===== config.mk =====
export PLATFORM = sky130hd
export DESIGN_NAME = shifter_operand_decoder
export DESIGN_NICKNAME = d
export VERILOG_FILES = /design/src/rtl/shifter_operand_decoder.sv
export SDC_FILE = /design/constraint.sdc
export NUM_CORES = 1
export LEC_CHECK = 0
export ABC_AREA = 1
export BUFFER_PORTS_ARGS = -buffer_cell sky130_fd_sc_hd__buf_2
export CAP_MARGIN = 20
export CORE_ASPECT_RATIO = 0.75
export CORE_MARGIN = 5
export CORE_UTILIZATION = 41
export CTS_CLUSTER_DIAMETER = 40
export CTS_CLUSTER_SIZE = 20
export DETAILED_ROUTE_END_ITERATION = 8
export PLACE_DENSITY_LB_ADDON = 0.1
export SLEW_MARGIN = 20
export SYNTH_ARGS = -nofsm -noshare
export SYNTH_HDL_FRONTEND = slang
export SYNTH_SLANG_ARGS = --single-unit

===== constraint.sdc =====
create_clock -name clk -period 1.6 [get_ports clk]
set_input_delay 0.08 -clock clk [delete_from_list [all_inputs] [get_ports clk]]
set_output_delay 0.08 -clock clk [all_outputs]
set_load 0.01 [all_outputs]

===== src/rtl/shifter_operand_decoder.sv =====
// Decodes the ARM data-processing shifter operand into data, shift amount and shift op.
// Rm and Rs are read in turn over one shared register-file read port.
module shifter_operand_decoder #(
  parameter int unsigned OP_W       = 3,
  parameter int unsigned REG_ADDR_W = 4
) (
  input  logic                  clk,
  input  logic                  rst,
  input  logic                  in_valid,
  output logic                  in_ready,
  input  logic [31:0]           in_instr,
  input  logic                  flush,
  output logic [REG_ADDR_W-1:0] rf_raddr,
  input  logic [31:0]           rf_rdata,
  output logic                  out_valid,
  input  logic                  out_ready,
  output logic [31:0]           out_data,
  output logic [31:0]           out_shift_value,
  output logic [OP_W-1:0]       out_op_select
);

  localparam int unsigned DATA_W  = 32;
  localparam int unsigned FIELD_W = 12;

  localparam logic [OP_W-1:0] OP_LSL = OP_W'(0);
  localparam logic [OP_W-1:0] OP_LSR = OP_W'(1);
  localparam logic [OP_W-1:0] OP_ASR = OP_W'(2);
  localparam logic [OP_W-1:0] OP_ROR = OP_W'(3);
  localparam logic [OP_W-1:0] OP_RRX = OP_W'(4);

  typedef enum logic [1:0] {IDLE, RD_RM, RD_RS, OUT} state_e;

  state_e                  state_q, state_d;
  logic [FIELD_W-1:0]      field_q, field_d;
  logic [REG_ADDR_W-1:0]   raddr_q, raddr_d;
  logic [DATA_W-1:0]       data_q, data_d;
  logic [DATA_W-1:0]       shift_q, shift_d;
  logic [OP_W-1:0]         op_q, op_d;
  logic                    valid_q, valid_d;
  logic [4:0]              imm_amt;

  assign imm_amt = field_q[11:7];

  // State and operand registers
  always_ff @(posedge clk) begin
    if (rst) begin
      state_q <= IDLE;
      field_q <= '0;
      raddr_q <= '0;
      data_q  <= '0;
      shift_q <= '0;
      op_q    <= OP_LSL;
      valid_q <= 1'b0;
    end else begin
      state_q <= state_d;
      field_q <= field_d;
      raddr_q <= raddr_d;
      data_q  <= data_d;
      shift_q <= shift_d;
      op_q    <= op_d;
      valid_q <= valid_d;
    end
  end

  // Next-state and operand decode
  always_comb begin
    state_d = state_q;
    field_d = field_q;
    raddr_d = raddr_q;
    data_d  = data_q;
    shift_d = shift_q;
    op_d    = op_q;

    if (flush) begin
      state_d = IDLE;
    end else begin
      case (state_q)
        IDLE: begin
          if (in_valid) begin
            field_d = in_instr[FIELD_W-1:0];
            if (in_instr[25]) begin
              data_d  = DATA_W'(in_instr[7:0]);
              shift_d = DATA_W'({in_instr[11:8], 1'b0});
              op_d    = OP_ROR;
              state_d = OUT;
            end else begin
              raddr_d = in_instr[REG_ADDR_W-1:0];
              state_d = RD_RM;
            end
          end
        end
        RD_RM: begin
          data_d = rf_rdata;
          if (field_q[4]) begin
            op_d    = OP_W'(field_q[6:5]);
            raddr_d = field_q[8 +: REG_ADDR_W];
            state_d = RD_RS;
          end else begin
            state_d = OUT;
            // A zero amount means 32 for LSR/ASR and RRX for ROR
            case (field_q[6:5])
              2'b00: begin
                op_d    = OP_LSL;
                shift_d = DATA_W'(imm_amt);
              end
              2'b01: begin
                op_d    = OP_LSR;
                shift_d = (imm_amt == 5'd0) ? DATA_W'(32) : DATA_W'(imm_amt);
              end
              2'b10: begin
                op_d    = OP_ASR;
                shift_d = (imm_amt == 5'd0) ? DATA_W'(32) : DATA_W'(imm_amt);
              end
              default: begin
                op_d    = (imm_amt == 5'd0) ? OP_RRX : OP_ROR;
                shift_d = (imm_amt == 5'd0) ? DATA_W'(1) : DATA_W'(imm_amt);
              end
            endcase
          end
        end
        RD_RS: begin
          shift_d = DATA_W'(rf_rdata[7:0]);
          state_d = OUT;
        end
        OUT: begin
          if (out_ready) begin
            state_d = IDLE;
          end
        end
        default: state_d = IDLE;
      endcase
    end

    valid_d = (state_d == OUT);
  end

  assign in_ready        = (state_q == IDLE);
  assign rf_raddr        = raddr_q;
  assign out_valid       = valid_q;
  assign out_data        = data_q;
  assign out_shift_value = shift_q;
  assign out_op_select   = op_q;

endmodule


==> metrics.md, run 1 <==
| Metric | Value |
|---|---|
| Pins Over Slew Limit | `0` |
| Fmax | `approximately 650 MHz` |
| Sw frac | `roughly 27%` |
| Clock tree buffer depth | `2` |
| DRT iter0 DRCs | `about 120` |
| Largest net degree at the start of global routing | `35` |
| H-tree Lvls | `3` |
| First-pass DRT Iterations | `4` |
| Overflow left after global routing | `0` |
| Crit end category | `flop` |
| Seq/Total Area, Yosys | `between 40% and 50%` |
| Layout cell share with drive strength beyond 1 | `about a third` |
| Critical path type | `reg -> reg` |
| Chip Height | `between 80 and 90 um` |
| Number of remaining DRC errors | `0` |
| Crit-path most repeated cell | `inv_2` |
| Detailed-placement wirelength estimate | `between 5000 and 6000 um` |
| Worst path cell trace | `inv_2 -> ha_2 -> inv_4 -> a21oi_4 -> inv_2 -> nand2_4 -> buf_8 -> nand2_1 -> a21oi_1` |
| Total CTS buffers | `9` |
| Net Sw Power | `roughly 1.0 mW` |
| GRT Util Overall | `17.9%` |
| Ant. Diodes | `0` |
| Sequential power share | `approximately two fifths` |
| Grt met2 use | `25.2%` |
| Req. time, crit path | `1.86 ns` |
| Area grow syn2layout | `36.5%` |
| Count of cell types in the netlist | `25` |
| Post-Place Cells | `553` |
| WL per Instance | `roughly 13 um` |
| Worst vdd ir | `between 0.0004 and 0.0005 V` |
| Worst setup SP type | `flop` |
| Reg2reg end | `out_data[19]$_SDFFE_PP0P_` |
| Worst r2r path cells | `9` |
| Unrepaired setup endpoints after global routing | `true` |
| Max Cap Viol | `0` |
| Global route hottest layer | `met1` |
| Status | `finished, final reports clean` |
| PwrDens | `about 1000 mW/mm^2` |
| Vias | `around 2800` |
| Final ANT Viol Nets | `0` |
| Leakage power total | `1.79 nW` |
| Initial core utilization | `approximately two fifths` |
| Met1 Use GR | `25.9%` |
| Die Area | `~0.0085 mm^2` |
| Synth Warn # | `0` |
| Largest stage delay, worst path | `approximately 0.32 ns` |
| Nets | `between 500 and 600` |
| Filler instances | `657` |
| Clock Power Share | `a little over two fifths` |
| Post-Syn Instances | `~370` |
| Hold EP | `out_data[26]$_SDFFE_PP0P_` |
| First-pass GRT wire length | `12200 um` |
| Hold path depth | `3` |
| # setup viols final | `0` |
| Final core occ | `a little under three fifths` |
| WP data arrival | `~1.8 ns` |
| Hold path start | `rf_rdata[26]` |
| FP Rows | `26` |
| Initial antenna violation count | `0` |
| FF-to-FF Start | `state_q[1]$_SDFF_PP0_` |
| Ports | `roughly 140` |
| Critical Path Fanout Max | `22` |
| Worst hold path type | `in -> reg` |
| Vias per cell | `between 4 and 5` |
| Clock Tree Root | `clkbuf_8` |
| Worst skew pair latency | `0.34 ns` |
| Post-Syn Area | `0.00277 mm^2` |
| Die Wd | `about 100 um` |
| I/O Buffers | `98` |
| Non-filler cells, final | `~590` |
| Clock sinks | `a little under 60` |
| Routability cong. | `0.802` |
| Internal Power | `2.80 mW` |
| Clk slew on worst S/H paths | `roughly 0.070 ns` |
| Fin crit period | `around 1.5 ns` |
| Core ar. | `roughly 0.0067 mm^2` |
| Slowest-stage cell, CP | `dfxtp_2` |
| Worst-case clock skew | `slightly above 0.009 ns` |
| Hold Violations, Final | `0` |
| R2R Setup Slk | `between 0.06 and 0.07 ns` |
| Vias in the first global route | `about 2500` |
| Crit share post-route | `between 90% and 100%` |
| Register bit count reported by yosys | `between 50 and 60` |
| Met3 GRT Util | `under 10%` |
| Synthesized area per cell | `roughly 7.5 um^2` |
| WL final | `around 8000 um` |
| Gate power share | `between 15 and 20%` |
| CTS tree | `yes` |
==> cells in the final DEF (no fill, tap or decap), drive strengths merged <==
| cell type | n |
|---|---|
| buf | 119 |
| nand2 | 73 |
| dfxtp | 58 |
| a21oi | 43 |
| nand3 | 37 |
| o21ai | 36 |
| nor2 | 29 |
| inv | 28 |
| conb | 24 |
| dlygate4sd3 | 15 |
| clkbuf | 12 |
| a31oi | 8 |
| ha | 8 |
| nor3 | 4 |
| o31ai | 2 |
| nand4 | 2 |
| bufinv | 2 |
| clkinvlp | 1 |
| clkinv | 1 |
==> logic make-up after synthesis <==
| group | synth area share [%] |
|---|---|
| flip-flops | 41.9 |
| adder cells (fa/ha/maj) | 3.61 |
| buffers and inverters | 14.2 |
| AND/OR/NAND/NOR | 22.8 |
| AO/OA/AOI/OAI | 17.4 |
| other | 0.135 |
==> power groups by stage <==
stage	combinational, mW	clock, mW	sequential (mW)
finish	0.680	1.60	1.56
global route	0.759	1.69	1.57
CTS	0.657	1.62	1.56
detailed placement	0.621	0	1.59
global placement	0.615	0	1.59
floorplan	0.403	0	1.61
==> metrics by stage <==
step / power (mW) / setup TNS [ns] / hold WS (ns) / setup slack [ns] / instance area, um^2
6_report: 3.84 / 0 / 0.00718 / 0.0695 / 3790
5_1_grt: 4.02 / -0.132 / 0.00113 / -0.0251 / 3790
4_1_cts: 3.84 / -0.00244 / 0.000681 / -0.00244 / 3720
3_5_place_dp: 2.21 / -0.0515 / 0.331 / -0.0415 / 3320
3_3_place_gp: 2.20 / 0 / 0.333 / 0.0367 / 3320
2_1_floorplan: 2.01 / 0 / 0.215 / 0.0585 / 2860
==> repair_timing <==
item | CTS | global route
gates cloned | 0 | 0
resized for setup | 3 | 16
endpoints found under the hold margin | 15 | 0
buffers inserted | 0 | 2
setup endpoints to repair | 19 | 47
pin swaps | 0 | 3
hold buffers | 15 | 0
==> registers in the layout, summed over array words and instances, names as in the netlist <==
register         flops
field_q              8
out_data            32
out_op_select        3
out_shift_value      8
out_valid            1
rf_raddr             4
state_q              2
==> worst max path at each step <==
stage | start | endpoint
finish | state_q[1]$_SDFF_PP0_ | out_data[19]$_SDFFE_PP0P_
global route | state_q[1]$_SDFF_PP0_ | out_op_select[1]$_SDFFE_PP0P_
CTS | state_q[0]$_SDFF_PP0_ | out_shift_value[4]$_SDFFE_PP0P_
detailed placement | state_q[1]$_SDFF_PP0_ | out_data[19]$_SDFFE_PP0P_
global placement | state_q[1]$_SDFF_PP0_ | rf_raddr[3]$_SDFFE_PP0P_
floorplan | state_q[0]$_SDFF_PP0_ | out_shift_value[1]$_SDFFE_PP0P_
==> metal layers <==
metal | part of all wire [%] | up-vias
met1 | 50 | 1231
met5 | 0 | -
met2 | 42 | 94
met4 | 0.98 | 0
li1 | - | 1431
met3 | 6.7 | 9
==> cells in the mapped netlist <==
cell type	n	area, um^2
buf_6	5	56.3
a21oi_4	2	32.5
nand4_1	2	12.5
ha_1	8	100
nand2_4	1	11.3
o21ai_0	23	115
buf_4	24	180
buf_2	3	15.0
inv_2	4	15.0
clkbuf_1	8	30.0
o21ai_1	13	65.1
a31oi_1	8	50.1
nand3_2	1	10.0
nor2_4	1	11.3
nand2_1	72	270
conb_1	1	3.75
inv_1	24	90.1
dfxtp_1	58	1160
nand3_1	36	180
nor3_1	3	15.0
nor2_1	28	105
a21oi_1	41	205
nor3_4	1	16.3
o31ai_1	2	15.0
buf_1	2	7.51
==> layout make-up <==
class	instances	area (um^2)	share of cell area, %
multi-input cells	266	1350	35.6
flip-flops and latches	58	1170	30.8
repair buffers	134	822	21.7
clock buffers	12	165	4.36
inverters	28	108	2.84
well taps	84	105	2.78
clock inverters	4	72.6	1.92
==> worst max-delay path: cells and delay by family (launching register included) <==
family                     cells  cell delay [ns]
buffers and inverters          4             0.41
DFF                            1             0.32
and+or+nand+nor                2             0.16
AOI/OAI and AO/OA              2             0.34
adders and majority gates      1             0.22
No activity file was read; power rests on OpenSTA's default activity.
==> run 2: changes to the inputs <==
--- a/config.mk
+++ b/config.mk
@@ -5,7 +5,6 @@
 export SDC_FILE = /design/constraint.sdc
 export NUM_CORES = 1
 export LEC_CHECK = 0
-export ABC_AREA = 1
 export BUFFER_PORTS_ARGS = -buffer_cell sky130_fd_sc_hd__buf_2
 export CAP_MARGIN = 20
 export CORE_ASPECT_RATIO = 0.75
==> metrics.md, run 2 <==
| Metric | Value |
|---|---|
| Layout cell share with drive strength beyond 1 | `between 50% and 60%` |
| Worst vdd ir | `around 0.0006 V` |
| Failing checks | `setup timing` |
| FF-to-FF Start | `state_q[0]$_SDFF_PP0_` |
| Chip Height | `a little over 80 um` |
| Max Cap Viol | `0` |
| Initial antenna violation count | `0` |
| Count of cell types in the netlist | `between 40 and 50` |
| EDFF count, synth | `0` |
| Clock sinks | `between 50 and 60` |
| Area grow syn2layout | `64.6%` |
| Post-route setup slack | `-0.158 ns` |
| H-tree Lvls | `3` |
| Most common cell after layout, fill and taps aside | `buf_2` |
| Die Wd | `between 100 and 150 um` |
| Synthesized area per cell | `approximately 9 um^2` |
| Worst setup SP type | `flop` |
| Pre-CTS setup slack | `-0.163 ns` |
| Hold path start | `rf_rdata[12]` |
| Total CTS buffers | `9` |
| Unrepaired setup endpoints after global routing | `true` |
| Critical path type | `reg -> reg` |
| Worst hold path type | `in -> reg` |
| Worst-case clock skew | `a little under 0.008 ns` |
| First-pass GRT wire length | `approximately 13000 um` |
| DRT iter0 DRCs | `~130` |
| Max reg flops | `32` |
| CTS tree | `yes` |
| WL final | `around 9400 um` |
| Top cell type's share of synthesized area | `42.3%` |
| Core ar. | `0.00641 mm^2` |
| Initial core utilization | `between 40% and 50%` |
| Fmax | `approximately 570 MHz` |
| Most common cell in the netlist | `dfxtp_1` |
| GRT Util Overall | `19.4%` |
| WHS | `between 0.01 and 0.015 ns` |
| Leading area contributor after synthesis | `dfxtp_1` |
| Fin area | `approximately 0.0045 mm^2` |
| Final ANT Viol Nets | `0` |
| Pins Over Slew Limit | `0` |
| Vias in the first global route | `roughly 2600` |
| Post-Place Cells | `500` |
| Filler instances | `roughly 520` |
| Ant. Diodes | `0` |
| Hold Violations, Final | `0` |
| Number of remaining DRC errors | `0` |
| Commonest cells in the netlist | `dfxtp_1, nor2_1, buf_4, a22oi_1, nand2_1` |
| # setup viols final | `between 40 and 50` |
| Worst skew pair latency | `around 0.34 ns` |
| WP data arrival | `1.97 ns` |
| WL per Instance | `roughly 17 um` |
| Fin crit period | `approximately 1.8 ns` |
| Main flop type after synthesis | `dfxtp_1` |
| PwrDens | `848 mW/mm^2` |
| Most frequent cells in the layout | `buf_2, dfxtp_1, nor2_1` |
| Total power | `~3.8 mW` |
| Status | `finished, violations left` |
| Clock tree buffer depth | `2` |
| Synth Warn # | `0` |
| Largest net degree at the start of global routing | `26` |
| Req. time, crit path | `around 1.8 ns` |
| Post-Syn Area | `roughly 0.0027 mm^2` |
| Post-Syn Instances | `300` |
| Ys async rst share | `0%` |
| Clock Tree Root | `clkbuf_8` |
| Detailed-placement wirelength estimate | `about 6000 um` |
| FP Rows | `25` |
| Crit. Startpoint | `state_q[0]$_SDFF_PP0_` |
| Area after DPL | `between 0.003 and 0.004 mm^2` |
| Critical Path Fanout Max | `7` |
| Leakage power total | `approximately 2.0 nW` |
| Overflow left after global routing | `0` |
| Crit share post-route | `110%` |
| Seq/Total Area, Yosys | `~42%` |
| Ports | `about 140` |
| Nets | `roughly 550` |
| I/O Buffers | `just under 100` |
| Vias per cell | `about 5.1` |
| Die Area | `about 0.0085 mm^2` |
| Vias | `~2800` |
| Setup TNS | `-3.90 ns` |
| Routability cong. | `around 0.95` |
| First-pass DRT Iterations | `4` |
| Clk slew on worst S/H paths | `roughly 0.070 ns` |
| Crit end category | `flop` |
| Top cells by area, synth | `dfxtp_1, buf_4, a22oi_1` |
| Non-filler cells, final | `between 500 and 600` |
| Final core occ | `between 70 and 80%` |
| Register bit count reported by yosys | `between 50 and 60` |
## run 2: cell count changes in the layout (fill, tap and decap cells not counted), sizes merged, moves of 4 or more
cell         change
a22oi           +26
a21oi           -35
inv             -20
a31oi            -5
nand2           -53
o21ai           -32
a211oi          +12
nor2            +23
buf             +32
mux2i           +17
dlygate4sd3     +10
a2111oi          +4
nand3           -32
## run 2: critical path, stage by stage, from the launching register on
cell       delay (ns)
dfxtp_4          0.39
inv_4            0.05
ha_4             0.16
a21boi_4         0.18
or3_4            0.46
clkbuf_16        0.19
a22oi_2          0.13
nor2_1           0.07
## run 2: power breakdown
part	switching, mW	internal [mW]
Clock	0.594	0.708
Sequential	0.0515	1.51
Combinational	0.483	0.488
Total	1.13	2.70
## run 2: kinds of logic (layout without fill, tap and decap cells)
group / after synthesis / after routing / share of synthesized area [%]
AND/OR/NAND/NOR: 98 / 98 / 16.7
other: 1 / 24 / 0.136
buffers and inverters: 52 / 205 / 11.7
multiplexers: 17 / 17 / 6.19
flip-flops: 58 / 58 / 42.3
adder cells (fa/ha/maj): 8 / 8 / 3.64
AO/OA/AOI/OAI: 66 / 66 / 19.4
## run 2: layout make-up
class | instances | area [um^2] | share of cell area [%]
multi-input combinational | 213 | 1700 | 37.5
timing repair buffer | 181 | 1340 | 29.5
sequential | 58 | 1170 | 25.8
clock buffer | 10 | 128 | 2.82
tap | 81 | 101 | 2.24
clock inverter | 6 | 57.6 | 1.27
inverter | 8 | 35.0 | 0.775
## run 2: routing by layer
metal	vias up	wire [um]	global-route usage, %
li1	1359	-	-
met2	116	4200	30.2
met1	1337	4240	25.9
met4	0	58	3.88
met3	7	878	7.39
met5	-	0	0
## run 2: worst paths after layout
kind | to | slack, ns | cells past startpoint
worst max register to register | out_data[20]$_SDFFE_PP0P_ | -0.16 | 7
worst max-delay path | out_data[20]$_SDFFE_PP0P_ | -0.16 | 7
worst min-delay path | out_data[12]$_SDFFE_PP0P_ | 0.01 | 3
worst min register to register | out_op_select[2]$_SDFFE_PP0P_ | 0.46 | 2
## run 2: repair_timing
action	in CTS	in global routing
cloned	0	7
endpoints found under the hold margin	26	0
hold buffers	25	0
endpoints found under the setup margin	49	50
buffers inserted	4	6
gates resized for setup	7	74
pin swaps	10	13
==> run 3: changes to the inputs <==
--- a/config.mk
+++ b/config.mk
@@ -10,6 +10,7 @@
 export CORE_ASPECT_RATIO = 0.75
 export CORE_MARGIN = 5
 export CORE_UTILIZATION = 41
+export CTS_BUF_LIST = sky130_fd_sc_hd__clkbuf_16
 export CTS_CLUSTER_DIAMETER = 40
 export CTS_CLUSTER_SIZE = 20
 export DETAILED_ROUTE_END_ITERATION = 8
==> metrics.md, run 3 (synthesis gave the netlist of run 2 again) <==
| Metric | Value |
|---|---|
| Status | `finished, violations left` |
| Failing checks | `setup timing` |
| Worst skew pair latency | `approximately 0.32 ns` |
| Clk slew on worst S/H paths | `~0.06 ns` |
| WL final | `approximately 8900 um` |
| Net Sw Power | `roughly 1.2 mW` |
| Worst hold path type | `in -> reg` |
| Clock Power Share | `around 43%` |
| Unrepaired setup endpoints after global routing | `true` |
| Leakage power total | `1.95 nW` |
| Worst r2r path cells | `6` |
| WL per Instance | `approximately 17 um` |
| Setup TNS | `-3.15 ns` |
| Reg2reg end | `out_shift_value[0]$_SDFFE_PP0P_` |
| Total CTS buffers | `9` |
| Seq. cell area | `between 0.001 and 0.0015 mm^2` |
| Worst setup SP type | `flop` |
| First-pass GRT wire length | `around 13000 um` |
| Routability cong. | `about 0.95` |
| Hold path start | `rf_rdata[31]` |
| R2R Setup Slk | `-0.14 ns` |
| Vias in the first global route | `around 2600` |
| DRT iter0 DRCs | `roughly 160` |
| Worst-case clock skew | `~0.0080 ns` |
| CTS tree | `yes` |
| PwrDens | `roughly 980 mW/mm^2` |
| First-pass DRT Iterations | `4` |
| Initial core utilization | `42.8%` |
| Worst vdd ir | `0.000552 V` |
| H-tree Lvls | `3` |
| Crit share post-route | `109%` |
| Non-filler cells, final | `about 540` |
| Gate power share | `between 20% and 30%` |
| Hold Violations, Final | `0` |
| Total power | `between 4 and 5 mW` |
| Hold EP | `out_data[31]$_SDFFE_PP0P_` |
| Fmax | `about 570 MHz` |
| Initial antenna violation count | `0` |
| FF-to-FF Start | `state_q[0]$_SDFF_PP0_` |
| Filler instances | `between 500 and 600` |
| Most frequent cells in the layout | `buf_2, dfxtp_1, nor2_1` |
| Sw frac | `a little over a quarter` |
| Number of remaining DRC errors | `0` |
| Pre-CTS setup slack | `-0.163 ns` |
| # setup viols final | `43` |
| Vias per cell | `5.12` |
| Slowest-stage cell, CP | `or3b_4` |
| Die Area | `between 0.008 and 0.009 mm^2` |
| Area of the multi-input gates | `approximately 0.0017 mm^2` |
| Core ar. | `approximately 0.0064 mm^2` |
| Overflow left after global routing | `0` |
| Hold path depth | `3` |
| Final ANT Viol Nets | `0` |
| CP bufs+invs | `2` |
| GRT Util Overall | `between 15 and 20%` |
| FP Rows | `25` |
| Clock tree buffer depth | `2` |
| Ant. Diodes | `0` |
| Vias | `2746` |
| Critical path type | `reg -> reg` |
| Req. time, crit path | `roughly 1.8 ns` |
| Largest stage delay, worst path | `about 0.4 ns` |
| Layout cell share with drive strength beyond 1 | `approximately 50%` |
| Internal Power | `3.14 mW` |
| Worst path cell trace | `inv_4 -> ha_4 -> or3b_4 -> buf_6 -> a211o_1 -> a221oi_2` |
| Chip Height | `80.9 um` |
| Cell family with most CP delay | `compound AO/OA/AOI/OAI gates` |
| Final core occ | `between 60 and 70%` |
| Largest net degree at the start of global routing | `26` |
| Max Cap Viol | `0` |
| I/O Buffers | `slightly below 100` |
| Pins Over Slew Limit | `0` |
| Post-Place Cells | `500` |
| Max reg flops | `32` |
| Detailed-placement wirelength estimate | `6030 um` |
| Nets | `about 530` |
| Critical Path Fanout Max | `4` |
| Most common cell after layout, fill and taps aside | `buf_2` |
| Area grow syn2layout | `59.8%` |
| Die Wd | `about 100 um` |
| WP data arrival | `slightly below 2 ns` |
| Clock sinks | `58` |
| Clock Tree Root | `clkbuf_16` |
| Ports | `142` |
| Sequential power share | `between 30% and 40%` |
| Post-route setup slack | `-0.142 ns` |
| Fin crit period | `between 1.5 and 2 ns` |
| Crit end category | `flop` |
==> run 3: metrics by stage <==
stage / area, um^2 / hold WS [ns]
2_1_floorplan: 2860 / 0.160
3_3_place_gp: 3510 / 0.329
3_5_place_dp: 3510 / 0.336
4_1_cts: 3910 / 0.000808
5_1_grt: 4390 / 0.00648
6_report: 4390 / 0.00538
==> run 3: how the worst max path moves through the flow <==
stage / start / to / slack [ns] / cells after the start
after floorplan: state_q[0]$_SDFF_PP0_ / out_data[22]$_SDFFE_PP0P_ / -0.08 / 8
after global placement: state_q[1]$_SDFF_PP0_ / out_shift_value[2]$_SDFFE_PP0P_ / -0.11 / 7
after detailed placement: state_q[0]$_SDFF_PP0_ / out_shift_value[1]$_SDFFE_PP0P_ / -0.16 / 7
after CTS: state_q[1]$_SDFF_PP0_ / out_shift_value[1]$_SDFFE_PP0P_ / -0.15 / 7
after global routing: state_q[0]$_SDFF_PP0_ / out_data[18]$_SDFFE_PP0P_ / -0.23 / 7
final: state_q[0]$_SDFF_PP0_ / out_shift_value[0]$_SDFFE_PP0P_ / -0.14 / 6
==> run 3: routing by layer <==
layer	up-vias	track usage (%)	part of all wire, %	wire length (um)
met3	8	7.31	9.2	824
met1	1304	25.2	44	3910
met5	-	0	0	0
met4	0	4.66	1.0	89
met2	113	30.1	46	4100
li1	1321	-	-	-
==> run 3: area by class of cell <==
type	count	share of cell area, %
Clock inverter	7	1.40
Timing Repair Buffer	160	25.2
Sequential cell	58	26.6
Clock buffer	9	5.13
Tap cell	81	2.31
Multi-Input combinational cell	213	38.6
Inverter	8	0.798
==> run 3: repair_timing <==
action	in CTS	in global routing
pin swaps	10	16
hold buffers	6	0
hold endpoints to repair	7	0
gates cloned	0	5
gates resized for setup	7	77
setup endpoints to repair	49	50
setup buffers	4	6
==> run 3: worst min-delay path, cell delays in order <==
cell and delay, ns:
buf_2 0.08, a22oi_2 0.06, nor2_1 0.07
==> run 3: power by group through the flow <==
stage | Clock (mW) | Sequential [mW] | Combinational, mW
after floorplan | 0 | 1.60 | 0.396
final | 1.84 | 1.56 | 0.911
after global placement | 0 | 1.58 | 0.671
after CTS | 1.88 | 1.55 | 0.716
after detailed placement | 0 | 1.58 | 0.678
after global routing | 1.94 | 1.57 | 0.983
